===== config.mk =====
export PLATFORM = sky130hd
export DESIGN_NAME = xor3_bist_ctrl
export DESIGN_NICKNAME = d
export VERILOG_FILES = /design/src/rtl/xor3_bist_pkg.sv /design/src/rtl/xor3_settle_timer.sv /design/src/rtl/xor3_bist_ctrl.sv
export SDC_FILE = /design/constraint.sdc
export NUM_CORES = 1
export LEC_CHECK = 0
export BUFFER_PORTS_ARGS = -buffer_cell sky130_fd_sc_hd__buf_2
export CORE_MARGIN = 4
export CORE_UTILIZATION = 35
export CTS_CLUSTER_DIAMETER = 100
export DETAILED_ROUTE_END_ITERATION = 10
export GPL_TIMING_DRIVEN = 0
export PLACE_DENSITY = 0.61
export RECOVER_POWER = 25
export SLEW_MARGIN = 0
export SYNTH_ARGS = -nofsm -noshare
export SYNTH_HDL_FRONTEND = slang
export SYNTH_HIERARCHICAL = 1
export SYNTH_SLANG_ARGS = --single-unit

===== constraint.sdc =====
create_clock -name clk -period 3.5 [get_ports clk]
set_input_delay 0.35 -clock clk [delete_from_list [all_inputs] [get_ports clk]]
set_output_delay 0.35 -clock clk [all_outputs]
set_load 0.01 [all_outputs]

===== src/rtl/xor3_bist_pkg.sv =====
// Shared definitions for the xor3 BIST controller: FSM states, vector sizing
// and the golden model of the 3-input XOR under test.
package xor3_bist_pkg;

    localparam int NUM_VECTORS = 8;
    localparam int VEC_W       = 3;

    typedef enum logic [1:0] {
        ST_IDLE  = 2'd0,
        ST_APPLY = 2'd1,
        ST_CHECK = 2'd2,
        ST_DONE  = 2'd3
    } bist_state_e;

    // Odd parity of {a,b,c}: the value a healthy gate must produce.
    function automatic logic expected_f(input logic [VEC_W-1:0] vec);
        return ^vec;
    endfunction

endpackage


===== src/rtl/xor3_settle_timer.sv =====
// Loadable down-counter that times how long each vector is held on the gate
// before its output is sampled.
module xor3_settle_timer #(
    parameter int WIDTH = 2
) (
    input  logic             clk,
    input  logic             rst,
    input  logic             load_i,
    input  logic [WIDTH-1:0] load_val_i,
    output logic             expired_o
);

    logic [WIDTH-1:0] count_q;

    always_ff @(posedge clk or posedge rst) begin
        if (rst) begin
            count_q <= '0;
        end else if (load_i) begin
            count_q <= load_val_i;
        end else if (count_q != '0) begin
            count_q <= count_q - WIDTH'(1);
        end
    end

    assign expired_o = (count_q == '0);

endmodule


===== src/rtl/xor3_bist_ctrl.sv =====
// BIST controller for an external 3-input XOR: walks all eight input vectors,
// checks the gate output against odd parity and records the outcome.
module xor3_bist_ctrl
    import xor3_bist_pkg::*;
#(
    parameter int SETTLE_CYCLES = 2
) (
    input  logic             clk,
    input  logic             rst,
    input  logic             start,
    output logic             dut_a,
    output logic             dut_b,
    output logic             dut_c,
    input  logic             dut_f,
    output logic             busy,
    output logic             done,
    output logic             pass,
    output logic [3:0]       err_count,
    output logic [VEC_W-1:0] first_fail,
    output logic             first_fail_valid
);

    localparam int               TIMER_W  = $clog2(SETTLE_CYCLES + 1);
    localparam logic [TIMER_W-1:0] LOAD_VAL = TIMER_W'(SETTLE_CYCLES - 1);
    localparam logic [VEC_W-1:0] LAST_VEC = VEC_W'(NUM_VECTORS - 1);

    bist_state_e      state_q, state_d;
    logic [VEC_W-1:0] vec_q, vec_d;
    logic [3:0]       err_q, err_d;
    logic [VEC_W-1:0] ff_q, ff_d;
    logic             ffv_q, ffv_d;
    logic             pass_q, pass_d;
    logic             timer_load;
    logic             timer_expired;
    logic             mismatch;

    xor3_settle_timer #(
        .WIDTH (TIMER_W)
    ) u_timer (
        .clk        (clk),
        .rst        (rst),
        .load_i     (timer_load),
        .load_val_i (LOAD_VAL),
        .expired_o  (timer_expired)
    );

    assign mismatch = (dut_f != expected_f(vec_q));

    always_comb begin
        // NOTE: every signal gets a default before the case so no path leaves one unassigned (no latches).
        state_d    = state_q;
        vec_d      = vec_q;
        err_d      = err_q;
        ff_d       = ff_q;
        ffv_d      = ffv_q;
        pass_d     = pass_q;
        timer_load = 1'b0;

        case (state_q)
            ST_IDLE: begin
                if (start) begin
                    state_d    = ST_APPLY;
                    vec_d      = '0;
                    err_d      = '0;
                    ff_d       = '0;
                    ffv_d      = 1'b0;
                    pass_d     = 1'b0;
                    timer_load = 1'b1;
                end
            end
            ST_APPLY: begin
                if (timer_expired) begin
                    state_d = ST_CHECK;
                end
            end
            ST_CHECK: begin
                if (mismatch) begin
                    err_d = err_q + 4'd1;
                    if (!ffv_q) begin
                        ff_d  = vec_q;
                        ffv_d = 1'b1;
                    end
                end
                if (vec_q == LAST_VEC) begin
                    state_d = ST_DONE;
                    pass_d  = (err_d == 4'd0);
                end else begin
                    state_d    = ST_APPLY;
                    vec_d      = vec_q + VEC_W'(1);
                    timer_load = 1'b1;
                end
            end
            ST_DONE: begin
                state_d = ST_IDLE;
            end
            default: begin
                state_d = ST_IDLE;
            end
        endcase
    end

    // NOTE: sequential state uses non-blocking assignments so all registers update together at the edge.
    always_ff @(posedge clk or posedge rst) begin
        if (rst) begin
            state_q <= ST_IDLE;
            vec_q   <= '0;
            err_q   <= '0;
            ff_q    <= '0;
            ffv_q   <= 1'b0;
            pass_q  <= 1'b0;
        end else begin
            state_q <= state_d;
            vec_q   <= vec_d;
            err_q   <= err_d;
            ff_q    <= ff_d;
            ffv_q   <= ffv_d;
            pass_q  <= pass_d;
        end
    end

    assign busy                  = (state_q == ST_APPLY) || (state_q == ST_CHECK);
    assign done                  = (state_q == ST_DONE);
    assign {dut_a, dut_b, dut_c} = busy ? vec_q : '0;
    assign pass                  = pass_q;
    assign err_count             = err_q;
    assign first_fail            = ff_q;
    assign first_fail_valid      = ffv_q;

endmodule


# Yosys cells after proc, flatten, opt, wreduce, memory -nomap -nowiden
# Cells that the tools add are included.
# op_classes
addsub	3
mul	0
div	0
n_lt_le_gt_ge	0
n_eq_ne	11
shifts	0
muxes	25
bitwise_logic	0
reduce_logical	14
# op_table
op	count
$mux W3	5
$mux W4	3
$ne A2 B2 Y1 const B	6
$pmux W3 S2	2
$mux W2	5
$reduce_and A3 Y1	3
$pmux W2 S4	1
$pmux W4 S2	1
$pmux W1 S2	3
$reduce_bool A2 Y1	3
$mux W1	5
$add A4 B1 Y4 const B	1
$eq A2 B2 Y1 const B	2
$logic_not A2 Y1	2
$logic_not A4 Y1	1
$reduce_and A2 Y1	2
$reduce_and A4 Y1	1
$add A3 B1 Y3 const B	1
$eq A3 B3 Y1 const B	1
$reduce_xor A3 Y1	1
$eq A2 B1 Y1 const B	1
$sub A2 B1 Y2 const B	1
$logic_or A1 B1 Y1	1
$ne A1 B1 Y1	1
# word_totals
ff_bits	16
latch_bits	0
ram_bits	0
mem_bits_ro	0
input_bits	4
elab_cells	60
mem_count	0

# Logic depth before layout (Yosys ltp)
# depth
word_depth	7
mapped_depth	8

# Hierarchy
# The synthesis kept the hierarchy.
# by_module_without_submodules
mod	instances	cells_each	area_each_um2	seq_area_each_um2
xor3_bist_ctrl	1	92	884.6	350.3
xor3_settle_timer	1	13	127.6	50.0

# Worst setup path before layout
# Ideal clock, no wire load.
# synth_timing
path_kind	register to register
start	register vec_q[0]
end	register pass_q, in the netlist pass
setup_time_ns	0.104
arrival_ns	1.717
setup_slack_ns	1.679
stages_incl_launch_ff	6
n_path_buf	0
path_cell_list	dfrtp_1 -> ha_1 -> xor3_2 -> nor3_1 -> a31oi_1 -> o41ai_2
# synth_via
elab_chain_len	7
word_cells_on_any_way	10
# synth_lines
item	line_no	rtl
start, declared	xor3_bist_ctrl.sv:28	logic [VEC_W-1:0] vec_q, vec_d;
start signal, assigned	xor3_bist_ctrl.sv:113	vec_q <= vec_d;
$reduce_xor A3 Y1	xor3_bist_pkg.sv:17	return ^vec;
$ne A1 B1 Y1	xor3_bist_ctrl.sv:47	assign mismatch = (dut_f != expected_f(vec_q));
$mux W4	xor3_bist_ctrl.sv:77	if (mismatch) begin
$mux W4	xor3_bist_ctrl.sv:59	case (state_q)
$logic_not A4 Y1	xor3_bist_ctrl.sv:86	pass_d = (err_d == 4'd0);
$mux W1	xor3_bist_ctrl.sv:84	if (vec_q == LAST_VEC) begin
$pmux W1 S2	xor3_bist_ctrl.sv:59	
end signal, assigned	xor3_bist_ctrl.sv:117	pass_q <= pass_d;
end, declared	xor3_bist_ctrl.sv:32	logic pass_q, pass_d;
# Several ways; a longest one is shown, not always the timed one. The select of a mux whose other input is x is not followed.
# A chain may end at the register's enable or synchronous reset.

# Worst setup path after layout
# layout_timing
start	register state_q[0]
end	register ff_q[2], in the netlist first_fail[2]
# layout_via
elab_chain_len	3
word_cells_on_any_way	8
# layout_lines
item	line_no	rtl
start, declared	xor3_bist_ctrl.sv:27	bist_state_e state_q, state_d;
start signal, assigned	xor3_bist_ctrl.sv:112	state_q <= state_d;
$eq A2 B2 Y1 or $logic_not A2 Y1 (tied branches)	xor3_bist_ctrl.sv:59	
$ne A2 B2 Y1 (no source line) or $reduce_bool A2 Y1 (tied branches)	n/a	
$reduce_and A4 Y1 (no source line)	n/a	
end signal, assigned	xor3_bist_ctrl.sv:108	ff_q <= '0;
end signal, assigned	xor3_bist_ctrl.sv:115	ff_q <= ff_d;
end, declared	xor3_bist_ctrl.sv:30	logic [VEC_W-1:0] ff_q, ff_d;
# Several ways; a longest one is shown, not always the timed one.

==> flow_summary.yaml <==
run_status:
  status: "finished, final reports clean"
grt:
  grt.total_usage_pct: 12.20
  grt.overflow.total: 0
  grt_pass1_vias: 739
  grt_use_met2_pct: 19.73
  use_met3_pct: 2.686
  grt_pass1_wl_mm: 3.422
  grt_max_degree: 15
  grt_most_used_layer: "met2"
  antenna_found_initial: 0
  grt_use_met1_pct: 16.39
place:
  gp_congestion: 0.7754
  io_buffers: 17
  dp_hpwl_mm: 1.511
  dp_slack_ns: 1.489
cts:
  cts.sinks: 16
  clockBufferDepth: 2
  tritoncts: "built"
  insertion_delay_ns: 0.28
  cts_buffers: 3
  cts-root-buf: "clkbuf_4"
  cts.reportedPaths.clkPinSlew_ns: 0.10
  post_cts_buffers: 0
  cts-htree-levels: 1
finish:
  diodes: 0
  final.fill_count: 263
  nNetsFinal: 141
  drive_gt1_share_pct: 22.83
  area_growth_pct: 16.69
sta:
  slew_headroom_pct: 50.95
  fin_crit_ns: 2.007
  timing.final.hold_violations: 0
  finClkSkew_ns: 0.003360
  drv_slew: 0
  timing.hold.ws_ns: 0.4382
  fin_setup_tns_ns: 0
  rsz0062_at_grt: "false"
  clock.fmax_ghz: 0.4983
  finalSetupViolCount: 0
  setup_ws_ns: 1.493
  post-route-period-util_pct: 57.34
  tightestPinTransition_ns: 0.7153
power:
  ir_drop_mv: 0.4396
  cellLeakagePower_nw: 0.6302
  p_per_area_mw_per_mm2: 936.7
worst_setup_path:
  critPathCaptureType: "flip-flop"
  cp_cell_sequence: "inv_1 -> ha_1 -> clkbuf_1 -> mux2i_1 -> a21oi_1 -> o21ai_1 -> a22o_2"
  cp.arrival_ns: 2.24
  required_ns: 3.73
  slowest_stage: "mux2i_1"
  worst-setup-path-type: "flip-flop to flip-flop"
  crit_path_max_fanout: 9
  cpPeakStageDelay_ns: 0.58
  startpoint_type: "flip-flop"
synth:
  avgSynthCellArea_sq_um: 9.640
  syn_nets: 118
  yosys_warnings: 6
  yosysSeqAreaShare_pct: 39.56
  syn-cell-area_sq_mm: 0.001012
  synth_cell_types: 32
  netlist_instances: 105
  ys_seq_elements: 16
floorplanning:
  die-area_sq_mm: 0.003816
  std_cell_rows: 19
  ios: 18
  die_y_um: 61.78
  start_util_pct: 36.71
  dieWidth_um: 61.78
  coreArea_sq_mm: 0.002758
drt:
  via_per_inst: 5.000
  drt-pass1-iter-count: 4
  drt_iter0_markers: 14
  vias: 790
  ant_nets: 0
  wl_per_cell_um: 12.35
  drt_wl_total_mm: 1.952
  route.detailed.drc: 0
run:
  maxCapViolCount: 0
hold_path:
  hp-class: "primary input to asynchronous set/reset pin"
[synth_stat cells]
library cell,count,area (sq um)
o21ai_1,2,10.01
nand2_1,13,48.80
clkbuf_1,1,3.750
o21ai_0,10,50.05
inv_1,9,33.78
a21oi_1,5,25.02
nand3_1,2,10.01
and2_2,1,7.510
nand2b_1,1,6.260
nor2_1,5,18.77
and2_1,2,12.51
dfrtp_1,16,400.4
a21o_1,1,7.510
nand4_2,1,12.51
xnor2_1,2,17.52
conb_1,2,7.510
a32o_1,1,10.01
buf_2,1,5.000
a31oi_1,2,12.51
xor2_1,1,8.760
xnor3_2,1,23.77
a22o_2,1,10.01
nor3_1,3,15.01
mux2i_1,3,30.03
nor2b_1,2,12.51
xor3_2,1,25.02
a22oi_1,2,15.01
ha_1,9,112.6
nor2b_4,1,13.76
o31ai_2,1,12.51
o41ai_2,1,16.27
a22o_1,2,17.52
[cells by family (layout without fill, tap and decap cells)]
kind of cell	count (synthesis)	count (layout)	synth area share [%]
multiplexers	3	3	2.967
flip-flops	16	16	39.55
buffers and inverters	11	33	4.202
adder cells (fa/ha/maj)	9	9	11.13
AO/OA/AOI/OAI	28	28	18.42
XOR/XNOR	5	5	7.416
other	2	2	0.7419
AND/OR/NAND/NOR	31	31	15.57
[state kept, by name (all words and copies together) (netlist names)]
signal and count:
state_q 2, pass 1, u_timer/count_q 2, vec_q 3, err_count 4, first_fail 3
first_fail_valid 1
[final cells by class]
type | count | area [sq um] | share of cell area [%]
Buffer | 2 | 8.758 | 0.7415
Clock buffer | 4 | 36.28 | 3.072
Inverter | 9 | 33.78 | 2.860
Multi-Input combinational cell | 78 | 569.3 | 48.20
Sequential cell | 16 | 400.4 | 33.90
Tap cell | 31 | 38.79 | 3.284
Timing Repair Buffer | 18 | 93.84 | 7.945
[metrics by stage]
| step | power, mW | cell area, sq um | util, % | instances |
|---|---|---|---|---|
| floorplan | 0.8242 | 1012 | - | 105 |
| global placement | 0.9696 | 1136 | 41.20 | 153 |
| detailed placement | 0.9950 | 1136 | 41.20 | 153 |
| CTS | 1.122 | 1182 | 42.88 | 158 |
| global route | 1.230 | 1181 | 42.83 | 158 |
| finish | 1.106 | 1181 | 42.83 | 158 |
[worst max-delay path, delay by kind of cell, from the launching register on]
family / cells / cell delay (ns)
adder cells (fa/ha/maj): 1 / 0.20
multiplexers: 1 / 0.58
AO/OA/AOI/OAI: 3 / 0.49
buffers and inverters: 2 / 0.28
flip-flops: 1 / 0.41
[power by group]
group	total (mW)	switching (mW)	leakage, nW	internal [mW]
logic	0.635	0.348	0.400	0.288
registers	0.348	0.0873	0.209	0.261
clock network	0.123	0.0599	0.0210	0.0633
total	1.11	0.495	0.630	0.611
[timing repair]
action	CTS	global route
gates resized for setup	0	0
hold buffers	1	0
hold endpoints to repair	2	0
[placed cells by master (no fill, tap or decap), types with 2 or more instances in the layout]
cell,synthesis,final
nor2_1,5,5
nand2_1,13,13
mux2i_1,3,3
clkbuf_1,1,2
conb_1,2,2
and2_1,2,2
ha_1,9,9
nand3_1,2,2
a21oi_1,5,5
a22oi_1,2,2
nor2b_1,2,2
o21ai_1,2,2
buf_2,1,17
o21ai_0,10,10
a22o_1,2,2
inv_1,9,9
xnor2_1,2,2
nor3_1,3,3
clkbuf_4,0,3
dfrtp_1,16,16
a31oi_1,2,2
[metal layers]
metal,wire length (um),share of wire (%),vias to the layer above
li1,-,-,404
met1,913,47,367
met2,903,46,15
met3,108,5.5,4
met4,25,1.3,0
met5,0,0,-
[path summary, 6_finish.rpt]
kind / to / cells after the start / startpoint / slack [ns]
worst max-delay path: first_fail[2] / 7 / state_q[0] / 1.49
worst min-delay path: u_timer/count_q[0] / 3 / rst / 0.44
worst max register to register: first_fail[2] / 7 / state_q[0] / 1.49
worst min register to register: first_fail[1] / 1 / first_fail[1] / 0.51
max in group asynchronous: state_q[0] / 3 / rst / 2.49
min in group clk: u_timer/count_q[1] / 3 / start / 0.46
No activity file was read; power rests on OpenSTA's default activity.
